File: src/rtl/demux16_route_ctrl.sv
// Valid/ready sequencer for the 1x16 demux: addressed or round-robin routing, one word held at a time.
// Optional stall watchdog enabled by defining DEMUX_WDT_EN.
module demux16_route_ctrl #(
  parameter int DW      = 8,
  parameter int TIMEOUT = 16
) (
  input  logic          clk,
  input  logic          rst_n,
  input  logic          in_valid,
  output logic          in_ready,
  input  logic [DW-1:0] in_data,
  input  logic [3:0]    in_dest,
  input  logic          mode,
  output logic [15:0]   out_valid,
  input  logic [15:0]   out_ready,
  output logic [DW-1:0] out_data,
  output logic [3:0]    sel,
  output logic          busy,
  output logic [15:0]   word_cnt,
  output logic          drop
);

  localparam logic [0:0] S_IDLE  = 1'b0;
  localparam logic [0:0] S_DRIVE = 1'b1;

  logic [0:0] state;
  logic [3:0] rr_ptr;
  logic       hs, accept;

  assign busy     = (state == S_DRIVE);
  assign hs       = busy & out_ready[sel];
  assign in_ready = (state == S_IDLE) | hs;
  assign accept   = in_valid & in_ready;

  // One-hot channel valid decode, one lane per destination
  for (genvar k = 0; k < 16; k++) begin : g_lane
    assign out_valid[k] = busy & (sel == 4'(k));
  end

`ifdef DEMUX_WDT_EN
  localparam int SW = (TIMEOUT > 2) ? $clog2(TIMEOUT) : 1;
  logic [SW-1:0] stall_cnt;
  logic          wdt_fire;

  assign wdt_fire = busy & ~hs & (stall_cnt == SW'(TIMEOUT - 1));

  always_ff @(posedge clk or negedge rst_n) begin
    if (!rst_n) begin
      stall_cnt <= '0;
    end else if (accept || hs || wdt_fire || !busy) begin
      stall_cnt <= '0;
    end else begin
      stall_cnt <= stall_cnt + SW'(1);
    end
  end
`else
  localparam int unused_timeout = TIMEOUT;
  logic wdt_fire;
  assign wdt_fire = 1'b0;
`endif

  always_ff @(posedge clk or negedge rst_n) begin
    if (!rst_n) begin
      state    <= S_IDLE;
      out_data <= '0;
      sel      <= '0;
      rr_ptr   <= '0;
      word_cnt <= '0;
      drop     <= 1'b0;
    end else begin
      drop <= 1'b0;
      if (hs) word_cnt <= word_cnt + 16'd1;
      if (accept) begin
        state    <= S_DRIVE;
        out_data <= in_data;
        sel      <= mode ? rr_ptr : in_dest;
        if (mode) rr_ptr <= rr_ptr + 4'd1;
      end else if (hs) begin
        state <= S_IDLE;
      end else if (wdt_fire) begin
        // Last valid cycle of a stalled word; discard and flag it
        state <= S_IDLE;
        drop  <= 1'b1;
      end
    end
  end

endmodule

File: config.mk
export PLATFORM = sky130hd
export DESIGN_NAME = demux16_route_ctrl
export DESIGN_NICKNAME = d
export VERILOG_FILES = /design/src/rtl/demux16_route_ctrl.sv
export SDC_FILE = /design/constraint.sdc
export NUM_CORES = 1
export LEC_CHECK = 0
export CORE_MARGIN = 8
export CORE_UTILIZATION = 37
export CTS_CLUSTER_SIZE = 40
export DETAILED_ROUTE_END_ITERATION = 10
export PLACE_DENSITY = 0.73
export REMOVE_ABC_BUFFERS = 1
export SYNTH_ARGS = -nofsm -noshare
export SYNTH_HDL_FRONTEND = slang
export SYNTH_SLANG_ARGS = --single-unit
File: constraint.sdc
create_clock -name clk -period 1.9 [get_ports clk]
set_input_delay 0.19 -clock clk [delete_from_list [all_inputs] [get_ports clk]]
set_output_delay 0.19 -clock clk [all_outputs]
set_load 0.1 [all_outputs]
# [Yosys cells after proc, flatten, opt, wreduce, memory -nomap -nowiden]
# Cells that the tools add are included.
[word_totals] register_bits=33 output_inout_bits=47
[op_classes] n_addsub=2 n_lt_le_gt_ge=1 eq_ne=15 muxes=5 bitwise=20 n_reduce_logical=3
[op_table] op="$eq 4x4->1 const B" n=8
[op_table] op="$and 1x1->1" n=18
[op_table] op="$add 16x1->16 const B" n=1
[op_table] op="$eq 4x3->1 const B" n=4
[op_table] op="$eq 4x2->1 const B" n=2
[op_table] op="$lt 4x5->1 const B" n=1
[op_table] op="$add 4x1->4 const B" n=1
[op_table] op="$bmux 1 s4" n=1
[op_table] op="$eq 4x1->1 const B" n=1
[op_table] op="$logic_not 4->1" n=1
[op_table] op="$mux 4" n=1
[op_table] op="$mux 1" n=3
[op_table] op="$reduce_and 2->1" n=1
[op_table] op="$reduce_bool 2->1" n=1
[op_table] op="$not 1->1" n=1
[op_table] op="$or 1x1->1" n=1

# [Logic depth before layout (Yosys ltp)]
[depth] word_depth=6 ltp_mapped=8

# [Least setup slack after synthesis]
# OpenSTA, ideal clock, no wires.
[synth_timing] path_kind="flip-flop to output port" startpoint="register state, in the netlist busy" endpoint="output port out_valid[2]" arrival_time_ps=3582 slack_ps=-1872 stages_incl_launch_ff=4 n_path_buf=0 path_cell_list="dfrtp_1 > nor2b_1 > nand2_1 > nor3_1"
[synth_between] elab_chain_cells=1
[synth_rtl] item="start: declaration" line_no="26" source="logic [0:0] state;"
[synth_rtl] item="start signal: assignment" line_no="64" source="state <= S_IDLE;"
[synth_rtl] item="start signal: assignment" line_no="74" source="state <= S_DRIVE;"
[synth_rtl] item="start signal: assignment" line_no="79" source="state <= S_IDLE;"
[synth_rtl] item="$and 1x1->1" line_no="37" source="assign out_valid[k] = busy & (sel == 4'(k));"
[synth_rtl] item="end: declaration" line_no="14" source="output logic [15:0] out_valid,"
# Every way passes these cells.

# [Worst setup path after layout]
[layout_timing] startpoint="register sel[1]" endpoint="output port in_ready"
[layout_between] elab_chain_cells=4
[layout_rtl] item="start: declaration" line_no="17" source="output logic [3:0] sel,"
[layout_rtl] item="start signal: assignment" line_no="76" source="sel <= mode ? rr_ptr : in_dest;"
[layout_rtl] item="$bmux 1 s4" line_no="31" source="assign hs = busy & out_ready[sel];"
[layout_rtl] item="$mux 1 (not written as such)" line_no="31"
[layout_rtl] item="$and 1x1->1" line_no="31"
[layout_rtl] item="$or 1x1->1" line_no="32" source="assign in_ready = (state == S_IDLE) | hs;"
[layout_rtl] item="end: declaration" line_no="10" source="output logic in_ready,"
# Every way passes these cells. The select of a mux whose other input is x is not followed.

==> results_dict.tcl <==
set metrics [dict create \
    final_antenna_net_count 0 \
    synth_cells 158 \
    path_clk_slew_ns 0.07 \
    critPathLaunchType "flop" \
    dpl_cell_area_mm2 0.00283 \
    skew_ns 0.00338 \
    root_buffer "clkbuf_8" \
    hold_path_class "in -> async" \
    period_share_pct 107 \
    fin_area_mm2 0.00313 \
    run_status "finished, violations left" \
    core_mm2 0.00460 \
    synth_top_area_share_pct 47.9 \
    ys_ff_latch 33 \
    fin_nets 295 \
    finalHoldViolCount 0 \
    dieArea_mm2 0.00710 \
    setup_tns_ns -1.13 \
    drtIter0Drc 28 \
    required_ns 1.71 \
    num_rows 25 \
    critPathKind "reg -> out" \
    max_cap_viol_count 0 \
    cts_made_buffers 5 \
    die_width_um 84.3 \
    track_usage_pct 13.5 \
    grt_overflow 0 \
    fill_cells 352 \
    finalSetupViolCount 19 \
    totalWireLength_um 4960 \
    clk_latency_ns 0.28 \
    grt_pass1_vias 1652 \
    place.gp.congestion 0.863 \
    ys_async_sr_fraction_pct 100 \
    crit_arrival_ns 1.84 \
    start_util_pct 37.5 \
    reg2reg_depth 10 \
    end_kind "output pin" \
    fin_crit_ns 2.03 \
    rsz0062_at_grt "yes" \
    maxSlewViolCount 0 \
    io_buffers 77 \
    grt_max_degree 34 \
    grt_pass1_wl_um 7910 \
    critPathMaxFanout 7 \
    cts_max_level 2 \
    via_per_inst 5.03 \
    cts_sinks 33 \
    drc 0 \
    synth_most_common_cell "dfrtp_1" \
    hpwlAfterDp_um 3670 \
    cts_tree "built" \
    syn_to_final_growth_pct 81.5 \
    io_pins 79 \
    fin_ws_ns -0.132 \
    synthTopCellsByArea "dfrtp_1 48%, xnor2_1 7.6%, mux2i_1 6.4%" \
    max_freq_mhz 492 \
    routedWlPerCell_um 15.7 \
    cts_buffer_depth 2 \
    via_count 1591 \
    n_antenna_cell 0 \
    drive_gt1_share_pct 46.6 \
    firstDrtPassIters 4 \
    synth_common_cells "33 x dfrtp_1, 17 x nor2_1, 15 x xnor2_1, 11 x mux2i_1, 10 x nand2_1" \
    seq_area_frac_synth_pct 47.9 \
    violations "negative setup slack" \
    yosys_warnings 0 \
    synth_area_mm2 0.00172 \
    antenna_found_initial 0 \
    synth_edf_count 0 \
    synth.distinct_cells 33 \
    fp.dieH_um 84.3 \
    synth_ff_type "dfrtp_1" \
    hold_ws_ns 0.307 \
    synth_top_area_cell "dfrtp_1" \
    final_util_pct 68.1 \
    cts_hold_buffers 0 \
    avgSynthCellArea_um2 10.9 \
]
cell type report:
| class | count | area, um^2 | share of cell area (%) |
|---|---|---|---|
| clock buffers | 7 | 96.3 | 3.08 |
| multi-input cells | 117 | 991 | 31.7 |
| inverters | 1 | 3.75 | 0.120 |
| well taps | 54 | 67.6 | 2.16 |
| flip-flops and latches | 33 | 830 | 26.5 |
| repair buffers | 103 | 1140 | 36.3 |
| clock inverters | 1 | 5.00 | 0.160 |
cell usage in the layout, fill, tap and decap left out, types with 5 or more instances in the layout:
master	n
dfrtp_1	30
nor2_1	16
nand4_1	7
clkdlybuf4s50_1	31
buf_4	46
mux2_4	7
nand3_2	5
clkbuf_8	7
xnor2_1	13
mux2i_1	10
nand2_1	6
buf_12	21
layer usage:
metal | up-vias | track usage, % | routed length, um
met1 | 765 | 16.1 | 2190
met2 | 63 | 22.6 | 2410
met4 | 0 | 3.92 | 48
met5 | - | 0 | 0
li1 | 755 | - | -
met3 | 8 | 4.36 | 318
stage by stage:
step / std cells / setup WS (ns)
2_1_floorplan: 151 / -1.93
3_3_place_gp: 304 / -0.217
3_5_place_dp: 304 / -0.207
4_1_cts: 316 / -0.120
5_1_grt: 316 / -0.223
6_report: 316 / -0.132
sequential cells by signal, indices dropped and copies added, names as in the netlist:
| register | cells |
|---|---|
| busy | 1 |
| out_data | 8 |
| rr_ptr | 4 |
| sel | 4 |
| word_cnt | 16 |
logic make-up after synthesis:
kind of cell | after synthesis | synth area share, %
compound gates | 10 | 5.37
other cells | 1 | 0.217
simple gates | 64 | 18.9
mux | 22 | 14.0
fa+ha+maj | 2 | 1.45
flops | 33 | 47.9
buf+inv | 8 | 2.97
xor+xnor | 18 | 9.14
critical path, stage by stage (launching register included):
cell,delay [ns]
dfrtp_2,0.48
buf_6,0.16
mux2i_2,0.16
a2bb2oi_2,0.18
nand2_2,0.11
a22oi_2,0.17
buf_6,0.14
buf_12,0.16
final timing paths:
check	start	endpoint	slack (ns)
max	sel[1]	in_ready	-0.13
max reg2reg	sel[1]	word_cnt[13]	-0.09
max in group asynchronous	rst_n	sel[1]	1.27
min in group clk	rr_ptr[3]	rr_ptr[3]	0.47
min	rst_n	out_data[0]	0.31
min reg2reg	rr_ptr[3]	rr_ptr[3]	0.47
what timing repair did:
item                       in CTS  in global routing
pin swaps                       5                  9
setup buffers                   4                  0
gates resized for setup        18                 25
setup endpoints to repair      32                 37
Power is not shown: default switching activity piles up to over one toggle a cycle in this logic, so the estimate is an artifact.
